## config.mk

```make
export PLATFORM = sky130hd
export DESIGN_NAME = uart_rx
export DESIGN_NICKNAME = d
export VERILOG_FILES = /design/src/rtl/uart_rx.sv
export SDC_FILE = /design/constraint.sdc
export NUM_CORES = 1
export LEC_CHECK = 0
export ABC_AREA = 1
export BUFFER_PORTS_ARGS = -buffer_cell sky130_fd_sc_hd__buf_2
export CORE_AREA = 2 2 53 55
export DETAILED_ROUTE_END_ITERATION = 16
export DIE_AREA = 0 0 55 57
export PLACE_DENSITY = 0.73
export RECOVER_POWER = 25
export SKIP_LAST_GASP = 1
export SLEW_MARGIN = 20
export SYNTH_ARGS = -nofsm -noshare
export SYNTH_HDL_FRONTEND = slang
export SYNTH_SLANG_ARGS = --single-unit
```

## constraint.sdc

```tcl
create_clock -name clk -period 3 [get_ports clk]
set_input_delay 0.15 -clock clk [delete_from_list [all_inputs] [get_ports clk]]
set_output_delay 0.15 -clock clk [all_outputs]
set_load 0.05 [all_outputs]
```

## src/rtl/uart_rx.sv

```systemverilog
// 8N1 UART receiver sampling on a 16x baud clock enable.
// Mid-bit sampling, glitch reject on the start bit, single-byte holding register with ready/ack.
module uart_rx #(
    parameter int SYNC_STAGES = 2
) (
    input  logic       clk,
    input  logic       rst_n,
    input  logic       ce16_i,
    input  logic       ser_in,
    input  logic       rx_ack_i,
    output logic [7:0] rx_data_o,
    output logic       rx_ready_o,
    output logic       frame_err_o,
    output logic       overrun_o
);

    typedef enum logic [1:0] {IDLE, START, DATA, STOP} state_t;

    state_t                 state_reg, state_next;
    logic [3:0]             tick_reg, tick_next;
    logic [2:0]             bit_reg, bit_next;
    logic [7:0]             shift_reg, shift_next;
    logic [SYNC_STAGES-1:0] sync_reg;
    logic                   rx_bit;
    logic                   done_ok;
    logic                   done_err;

    // Synchronizer chain, idles high so reset does not look like a start bit
    generate
        for (genvar gi = 0; gi < SYNC_STAGES; gi++) begin : g_sync
            if (gi == 0) begin : g_first
                always_ff @(posedge clk or negedge rst_n) begin
                    if (!rst_n) sync_reg[gi] <= 1'b1;
                    else        sync_reg[gi] <= ser_in;
                end
            end else begin : g_next
                always_ff @(posedge clk or negedge rst_n) begin
                    if (!rst_n) sync_reg[gi] <= 1'b1;
                    else        sync_reg[gi] <= sync_reg[gi-1];
                end
            end
        end
    endgenerate

    assign rx_bit = sync_reg[SYNC_STAGES-1];

    always_ff @(posedge clk or negedge rst_n) begin
        if (!rst_n) begin
            state_reg <= IDLE;
            tick_reg  <= 4'd0;
            bit_reg   <= 3'd0;
            shift_reg <= 8'h00;
        end else begin
            state_reg <= state_next;
            tick_reg  <= tick_next;
            bit_reg   <= bit_next;
            shift_reg <= shift_next;
        end
    end

    always_comb begin
        state_next = state_reg;
        tick_next  = tick_reg;
        bit_next   = bit_reg;
        shift_next = shift_reg;
        done_ok    = 1'b0;
        done_err   = 1'b0;
        if (ce16_i) begin
            case (state_reg)
                IDLE: begin
                    if (!rx_bit) begin
                        state_next = START;
                        tick_next  = 4'd0;
                    end
                end
                START: begin
                    if (tick_reg == 4'd7) begin
                        tick_next = 4'd0;
                        bit_next  = 3'd0;
                        // A line already back high at mid start bit was only a glitch
                        state_next = rx_bit ? IDLE : DATA;
                    end else begin
                        tick_next = tick_reg + 4'd1;
                    end
                end
                DATA: begin
                    if (tick_reg == 4'd15) begin
                        tick_next  = 4'd0;
                        shift_next = {rx_bit, shift_reg[7:1]};
                        bit_next   = bit_reg + 3'd1;
                        if (bit_reg == 3'd7) state_next = STOP;
                    end else begin
                        tick_next = tick_reg + 4'd1;
                    end
                end
                STOP: begin
                    if (tick_reg == 4'd15) begin
                        tick_next  = 4'd0;
                        state_next = IDLE;
                        done_ok    = rx_bit;
                        done_err   = !rx_bit;
                    end else begin
                        tick_next = tick_reg + 4'd1;
                    end
                end
                default: state_next = IDLE;
            endcase
        end
    end

    // A completing byte wins over a same-cycle ack, so ready stays set
    always_ff @(posedge clk or negedge rst_n) begin
        if (!rst_n) begin
            rx_data_o   <= 8'h00;
            rx_ready_o  <= 1'b0;
            frame_err_o <= 1'b0;
            overrun_o   <= 1'b0;
        end else begin
            frame_err_o <= done_err;
            overrun_o   <= done_ok && rx_ready_o && !rx_ack_i;
            if (done_ok) begin
                rx_data_o  <= shift_reg;
                rx_ready_o <= 1'b1;
            end else if (rx_ack_i) begin
                rx_ready_o <= 1'b0;
            end
        end
    end

endmodule

```

==> results.json, run 1 <==
{
  "cts.sinks": 30,
  "nFillCells": 249,
  "synth.most_common_cell": "nand2_1",
  "avgSynthCellArea_sq_um": 9.647,
  "drc": 0,
  "fin_worst_skew_ns": 0.008925,
  "overflow": 0,
  "fin_setup_tns_ns": 0,
  "holdWs_ns": 0.1164,
  "cts_buffers": 5,
  "area_growth_pct": 13.44,
  "power_density_nw_per_um2": 538.6,
  "post_cts_resized": 0,
  "gp_congestion": 0.7542,
  "critPathSlowestCell": "clkbuf_1",
  "worst_pin_slew_ns": 1.546,
  "cp_max_fo": 30,
  "finalCriticalPeriod_ns": 1.637,
  "dr.pass1.iters": 4,
  "maxCapViolations": 1,
  "path_cells": "dlygate4sd3_1, clkbuf_1",
  "cts_setup_buffers": 0,
  "wirelength_um": 2134,
  "n_antenna_cell": 0,
  "io_buffers": 15,
  "leakage_nw": 0.7644,
  "fin_crit_sh": 0.5458,
  "multi_input_area_sq_um": 483.0,
  "drt_iter0_markers": 34,
  "fmax_mhz": 610.8,
  "grt_pass1_wl_um": 3850,
  "rsz0062_at_grt": "no",
  "cts_tree": "yes",
  "min-delay-path-class": "in2reg",
  "synth.distinct_cells": 22,
  "slew_viol_final": 31,
  "status": "finished with violations",
  "grt_antenna_before_repair": 0,
  "dp_hpwl_um": 1530,
  "timing.slew.headroom": -0.03068,
  "synthTopCellsByCount": "nand2_1, dfrtp_1, inv_1, nand3_1",
  "cp_num_buf_inv": 2,
  "peakVddDrop_mv": 0.3253,
  "violations": "capacitance limit, slew limit",
  "dieWidth_um": 55,
  "io_pins": 16,
  "postSynthCellCount": 138,
  "initial_core_util": 0.5091,
  "synth_edf_count": 0,
  "dieArea_sq_um": 3135,
  "critPathTopFamily": "buffers and inverters",
  "synthesis.nets": 146,
  "viasPerCell": 4.891,
  "start_kind": "primary input",
  "nNetsFinal": 168,
  "groute.usage.overall": 0.1738,
  "drive_gt1_frac": 0.2298,
  "synth_top_area_share": 0.5263,
  "die_y_um": 57,
  "wl_per_cell_um": 11.11,
  "synth_seq_cells": 30,
  "synthTopCellsByArea": "dfrtp_1, nand2_1, o21ai_2, inv_1, nand3_1",
  "yosysWarnings": 0,
  "seqCellArea_sq_um": 753.2,
  "cts_root_buffer": "clkbuf_4",
  "synth_area_sq_um": 1331,
  "drtAntennaViolNets": 0,
  "synth_flop_cell": "dfrtp_1",
  "arrival_ns": 1.79,
  "ctsHoldBuffers": 3,
  "worstPathRequired_ns": 3.16,
  "grt_max_degree": 31,
  "setup_viol": 0,
  "yosysTopAreaCell": "dfrtp_1",
  "rows": 19,
  "clk_latency_ns": 0.32,
  "first_global_vias": 907,
  "clockBufferDepth": 2,
  "crit_type": "in2async",
  "vias": 939,
  "htree_levels": 2,
  "yosysSeqAreaShare": 0.5658,
  "core_area_sq_um": 2615,
  "max_stage_delay_ns": 1.12,
  "finalHoldViolations": 0,
  "synthArstFlopShare": 1.000,
  "endpoint_kind": "asynchronous set/reset pin",
  "path_clk_slew_ns": 0.09
}
[layout by cell type, fill, tap and decap left out, drive strengths merged]
cell type,count
nand2,36
dfrtp,28
o21ai,20
inv,18
buf,14
nand3,12
nor2,8
clkbuf,7
ha,3
dlygate4sd3,3
a21oi,2
dfstp,2
nand4,2
nor3,2
a22o,1
xor2,1
clkinv,1
clkinvlp,1
[through the flow]
stage	cells	setup slack [ns]	cell area (sq um)	power (mW)	util
6_report	192	1.363	1510	0.8133	0.5775
5_1_grt	192	1.021	1510	0.8578	0.5775
4_1_cts	192	1.392	1511	0.8274	0.5780
3_5_place_dp	181	1.402	1418	0.5716	0.5421
3_3_place_gp	181	1.487	1418	0.5659	0.5421
2_1_floorplan	138	1.666	1331	0.5383	-
[layer usage]
metal,GRT usage,wire length [um]
met4,0.1045,55
met5,0,0
met2,0.2466,967
met3,0.04712,102
met1,0.2354,1010
[cell families after synthesis]
kind of cell | after synthesis | share of synthesized area
AND/OR/NAND/NOR | 60 | 0.2162
flip-flops | 30 | 0.5658
AO/OA/AOI/OAI | 23 | 0.1118
buffers and inverters | 21 | 0.07142
adder cells (fa/ha/maj) | 3 | 0.02820
XOR/XNOR | 1 | 0.006580
[path summary, 6_finish.rpt]
kind                             startpoint                    endpoint  slack [ns]  cells past startpoint
worst max-delay path                  rst_n                shift_reg[5]        1.36                      2
worst min register to register  sync_reg[0]                      rx_bit        0.36                      0
min in group asynchronous             rst_n  asynchronous set/reset pin        0.73                      2
worst max register to register  tick_reg[0]                rx_data_o[6]        1.40                      6
max in group clk                tick_reg[0]                rx_data_o[6]        1.40                      6
worst min-delay path                 ce16_i                 tick_reg[2]        0.12                      3
[worst reg2reg max path, stage by stage (launching register included)]
cell	delay [ns]
dfrtp_1	0.40
ha_1	0.26
nand3_2	0.13
nor2_4	0.17
nand4_4	0.29
nand2_1	0.18
o21ai_2	0.06
[report_power, final]
part	internal (mW)	switching, mW
logic	0.0376	0.0699
registers	0.429	0.0303
clock network	0.112	0.134
total	0.579	0.234
[cell type report]
type / count / area share
Tap cell: 31 / 0.02568
Multi-Input combinational cell: 87 / 0.3198
Clock inverter: 2 / 0.008285
Timing Repair Buffer: 18 / 0.06877
Inverter: 18 / 0.04474
Clock buffer: 6 / 0.03397
Sequential cell: 30 / 0.4988
No activity file was read; power rests on OpenSTA's default activity.
==> run 2, diff against run 1 <==
Settings changed: CORE_AREA 2 2 53 55 to 2 2 55 57, DIE_AREA 0 0 55 57 to 0 0 57 59, PLACE_DENSITY 0.73 to 0.71.
Clock period 3 ns to 1.5 ns, I/O delays scaled along.
==> run 2 against run 1 <==
Effect of this change: the run now ends clean; wire length is 5.4% higher; worst setup slack worse by 1.2 ns; combinational power is 120% higher; largest cell class unchanged; first-iteration DRC count is 2.9% lower; sequential power is 100% higher; global-route usage is 1.7 points lower; clock power grew to 2.5 times the previous value; via count is 4.3% higher.
==> results.json, run 2 (synthesis results as in run 1) <==
{
  "status": "complete, no violations",
  "fin_crit_sh": 0.9198,
  "stdcell_area_sq_um": 1577,
  "nNetsFinal": 172,
  "critPathSlowestCell": "dfrtp_1",
  "grt_pass1_wl_um": 3939,
  "cp_max_fo": 4,
  "use_met2": 0.2545,
  "place_area_sq_um": 1425,
  "htree_levels": 2,
  "leakage_nw": 0.8015,
  "groute.usage.overall": 0.1563,
  "endpoint_kind": "flip-flop",
  "timing.slew.headroom": 0.5207,
  "holdWs_ns": 0.04846,
  "viasPerCell": 4.995,
  "grt_antenna_before_repair": 0,
  "rsz0062_at_grt": "no",
  "vias": 979,
  "path_cells": "ha_1, buf_4, nand2_1, nor2_1, nand3_2, nand2_2, nand3_1, o21ai_1",
  "fin_worst_skew_ns": 0.01179,
  "wl_per_cell_um": 11.47,
  "met1_usage": 0.1817,
  "io_pins": 16,
  "drtAntennaViolNets": 0,
  "drive_gt1_frac": 0.2727,
  "dr.pass1.iters": 4,
  "setup_slack_ns": 0.1203,
  "dp_worst_setup_slack_ns": -0.007207,
  "finalCriticalPeriod_ns": 1.380,
  "cts.sinks": 30,
  "drc": 0,
  "gp_congestion": 0.8443,
  "die_y_um": 59,
  "cp_num_buf_inv": 1,
  "nFillCells": 250,
  "finalHoldViolations": 0,
  "power_density_nw_per_um2": 1125,
  "fmax_mhz": 724.8,
  "dieArea_sq_um": 3363,
  "clk_latency_ns": 0.33,
  "crit_type": "reg2reg",
  "mostFrequentLayoutCells": "nand2_1, dfrtp_1, inv_1",
  "setup_viol": 0,
  "first_global_vias": 940,
  "slew_viol_final": 0,
  "grt_max_degree": 31,
  "min-delay-path-class": "in2reg",
  "n_antenna_cell": 0,
  "wirelength_um": 2249,
  "max_stage_delay_ns": 0.38,
  "arrival_ns": 1.63,
  "cts_root_buffer": "clkbuf_4",
  "core_area_sq_um": 2710,
  "top_usage_layer": "met2",
  "initial_core_util": 0.4912,
  "cts_tree": "yes",
  "cts_buffers": 5,
  "dieWidth_um": 57,
  "peakVddDrop_mv": 0.9155,
  "clockBufferDepth": 2,
  "rows": 19,
  "layout_commonest_cell": "nand2_1",
  "io_buffers": 15,
  "met3_usage": 0.07205,
  "dp_hpwl_um": 1576,
  "area_growth_pct": 18.42,
  "drt_iter0_markers": 33,
  "worstPathRequired_ns": 1.75,
  "critPathTopFamily": "simple AND/OR/NAND/NOR gates",
  "maxCapViolations": 0,
  "path_clk_slew_ns": 0.09,
  "worst_pin_slew_ns": 0.7190,
  "start_kind": "flip-flop",
  "overflow": 0
}
==> run 2: routing by layer <==
layer / routed length (um) / share of wire
met4: 27 / 0.012
met1: 1005 / 0.45
met5: 0 / 0
met2: 1097 / 0.49
met3: 117 / 0.052
==> run 2: timing repair <==
| action | in CTS | in global routing |
|---|---|---|
| setup endpoints to repair | 1 | 4 |
| hold endpoints to repair | 31 | 0 |
| cloned | 0 | 0 |
| buffers inserted | 2 | 1 |
| hold buffers | 3 | 0 |
| gates resized for setup | 0 | 3 |
==> run 2: worst reg2reg max path, delay by kind of cell, from the launching register on <==
family	cells	cell delay [ns]
and+or+nand+nor	5	0.52
DFF	1	0.38
adders and majority gates	1	0.19
buffers and inverters	1	0.13
AOI/OAI and AO/OA	1	0.08
==> run 2: area by class of cell <==
cell class / count / area [sq um] / area share
Timing Repair Buffer: 22 / 147.6 / 0.09365
Multi-Input combinational cell: 87 / 490.5 / 0.3111
Inverter: 18 / 67.56 / 0.04286
Clock inverter: 3 / 40.04 / 0.02540
Clock buffer: 5 / 37.54 / 0.02381
Sequential cell: 30 / 754.5 / 0.4786
Tap cell: 31 / 38.79 / 0.02460
==> run 2: worst paths after layout <==
path	from	to	slack [ns]	cells past startpoint
setup / recovery	tick_reg[0]	bit_reg[0]	0.12	8
hold / removal	ce16_i	flip-flop	0.05	3
setup reg to reg	tick_reg[0]	bit_reg[0]	0.12	8
hold reg to reg	sync_reg[0]	rx_bit	0.36	0
max in group asynchronous	rst_n	asynchronous set/reset pin	0.68	2
min in group asynchronous	rst_n	shift_reg[2]	0.32	2
==> run 2: stage by stage <==
step	TNS [ns]	util	cells	total power [mW]
floorplan	0	-	138	1.077
global placement	0	0.5259	182	1.137
detailed placement	-0.007469	0.5259	182	1.146
CTS	0	0.5757	195	1.781
global route	0	0.5817	196	1.892
finish	0	0.5817	196	1.773
==> run 2: where the power goes <==
part	leakage [nW]	internal, mW	switching, mW
Sequential	0.402	0.858	0.0601
Clock	0.0450	0.345	0.272
Combinational	0.354	0.0917	0.146
Total	0.802	1.29	0.478
==> run 3, diff against run 2 <==
Settings changed: BUFFER_PORTS_ARGS -buffer_cell sky130_fd_sc_hd__buf_2 to -buffer_cell sky130_fd_sc_hd__buf_4.
==> run 3 against run 2 <==
Effect of this change: sequential power up 2%; largest power group unchanged; total power down 8.9%; cell count down 0.51%; global-route usage down 1.1 points; flip-flop and latch count unchanged; critical endpoint is now rx_data_o[5]; die area unchanged; critical path depth down 1; count of clock-buffer cells in the layout up 1; worst setup slack worse by 0.10 ns; non-clock buffer count up 1; largest cell class unchanged.
==> results.json, run 3 (synthesis results as in run 1) <==
{
  "status": "complete, no violations",
  "start_kind": "flip-flop",
  "cts_buffers": 5,
  "dr.pass1.iters": 6,
  "path_cells": "ha_4, nand3_4, nor2_4, nand4_4, clkbuf_16, nand2_4, o21ai_2",
  "gp_congestion": 0.7670,
  "clk_latency_ns": 0.32,
  "dp_hpwl_um": 1585,
  "maxCapViolations": 0,
  "core_area_sq_um": 2710,
  "clockBufferDepth": 2,
  "seqCellArea_sq_um": 754.5,
  "finalHoldViolations": 0,
  "layout_commonest_cell": "dfrtp_1",
  "cp_max_fo": 4,
  "wirelength_um": 2387,
  "grt_max_degree": 31,
  "timing.slew.headroom": 0.5244,
  "rsz0062_at_grt": "yes",
  "peakVddDrop_mv": 0.7039,
  "grt_pass1_wl_um": 3663,
  "die_y_um": 59,
  "path_clk_slew_ns": 0.08,
  "dieArea_sq_um": 3363,
  "holdWs_ns": 0.06372,
  "viasPerCell": 5.138,
  "nFillCells": 225,
  "layoutNonFillerInstCount": 195,
  "endpoint_kind": "flip-flop",
  "crit_type": "reg2reg",
  "power_frac_clock": 0.276,
  "min-delay-path-class": "in2reg",
  "fmax_mhz": 674.2,
  "p_sw_frac": 0.2804,
  "io_pins": 16,
  "drt_iter0_markers": 25,
  "htree_levels": 2,
  "crit_start": "tick_reg[1]",
  "overflow": 0,
  "max_stage_delay_ns": 0.43,
  "drc": 0,
  "rows": 19,
  "p_int_mw": 1.162,
  "multi_input_area_sq_um": 564.3,
  "first_global_vias": 903,
  "hold_start": "ce16_i",
  "leakage_nw": 0.7966,
  "n_antenna_cell": 0,
  "wl_per_cell_um": 12.24,
  "mostFrequentLayoutCells": "dfrtp_1, nand2_1, inv_1",
  "slew_viol_final": 0,
  "drive_gt1_frac": 0.3171,
  "finalCriticalPeriod_ns": 1.483,
  "fin_crit_sh": 0.9888,
  "p_comb_frac": 0.146,
  "area_growth_pct": 27.82,
  "power_density_nw_per_um2": 949.1,
  "initial_core_util": 0.4912,
  "cts_root_buffer": "clkbuf_4",
  "vias": 1002,
  "r2r_slack_ns": 0.02,
  "power_switching_mw": 0.4529,
  "fin_worst_skew_ns": 0.004430,
  "worstPathRequired_ns": 1.71,
  "r2r_start": "tick_reg[1]",
  "groute.usage.overall": 0.1453,
  "dp_cells": 181,
  "cts.sinks": 30,
  "drtAntennaViolNets": 0,
  "critPathSlowestCell": "dfrtp_1",
  "arrival_ns": 1.70,
  "io_buffers": 15,
  "worst_pin_slew_ns": 0.7134,
  "cts_tree": "yes",
  "grt_antenna_before_repair": 0,
  "nNetsFinal": 173,
  "sequentialPowerShare": 0.578,
  "total_power_mw": 1.615,
  "setup_viol": 0,
  "dieWidth_um": 57
}
[run 3: cell types whose count changed in the layout (fill, tap and decap cells not counted), moves of 5 or more]
cell     delta
buf_2      -14
buf_4      +12
nand2_1     -8
nand2_4     +5
[run 3: routing by layer]
| metal | GRT usage | part of all wire |
|---|---|---|
| met1 | 0.1683 | 0.43 |
| met2 | 0.2348 | 0.51 |
| met4 | 0.05980 | 0.014 |
| met3 | 0.06769 | 0.050 |
| met5 | 0 | 0 |
[run 3: power groups by stage]
| stage | Clock, mW | Combinational, mW | Sequential (mW) |
|---|---|---|---|
| 2_1_floorplan | 0 | 0.157 | 0.920 |
| 6_report | 0.446 | 0.235 | 0.934 |
| 3_5_place_dp | 0 | 0.214 | 0.934 |
| 3_3_place_gp | 0 | 0.207 | 0.932 |
| 5_1_grt | 0.504 | 0.276 | 0.945 |
| 4_1_cts | 0.467 | 0.220 | 0.918 |
[run 3: worst max-delay path, delay by kind of cell (launching register included)]
kind                     cells  cell delay, ns
buffers and inverters        1            0.21
adder cells (fa/ha/maj)      1            0.18
flip-flops                   1            0.43
AO/OA/AOI/OAI                1            0.04
AND/OR/NAND/NOR              4            0.53
[run 3: worst paths after layout]
| kind | endpoint | cells past startpoint |
|---|---|---|
| worst max-delay path | rx_data_o[5] | 7 |
| worst min-delay path | tick_reg[2] | 3 |
| worst max register to register | rx_data_o[5] | 7 |
| worst min register to register | rx_bit | 0 |
| max in group asynchronous | tick_reg[0] | 2 |
| min in group asynchronous | tick_reg[3] | 2 |
[run 3: timing repair]
item	CTS	global route
buffers inserted	1	2
setup endpoints to repair	9	17
pin swaps	0	3
gates resized for setup	0	20
hold endpoints to repair	33	0
gates cloned	0	2
hold buffers	3	0
[run 3: area by class of cell]
type                       count  share of cell area
multi-input combinational     87              0.3316
timing repair buffer          23              0.1324
tap                           31             0.02279
inverter                      18             0.03971
sequential                    30              0.4434
clock buffer                   6             0.03015
[run 3: through the flow]
stage               setup slack, ns  cell area, sq um  setup TNS (ns)    util
global route               -0.06125              1702         -0.4812  0.6279
global placement           -0.01585              1455         -0.1003  0.5369
CTS                         0.01660              1556               0  0.5743
detailed placement         -0.07579              1455         -0.5232  0.5369
finish                      0.01680              1702               0  0.6279
floorplan                    0.1656              1331               0       -
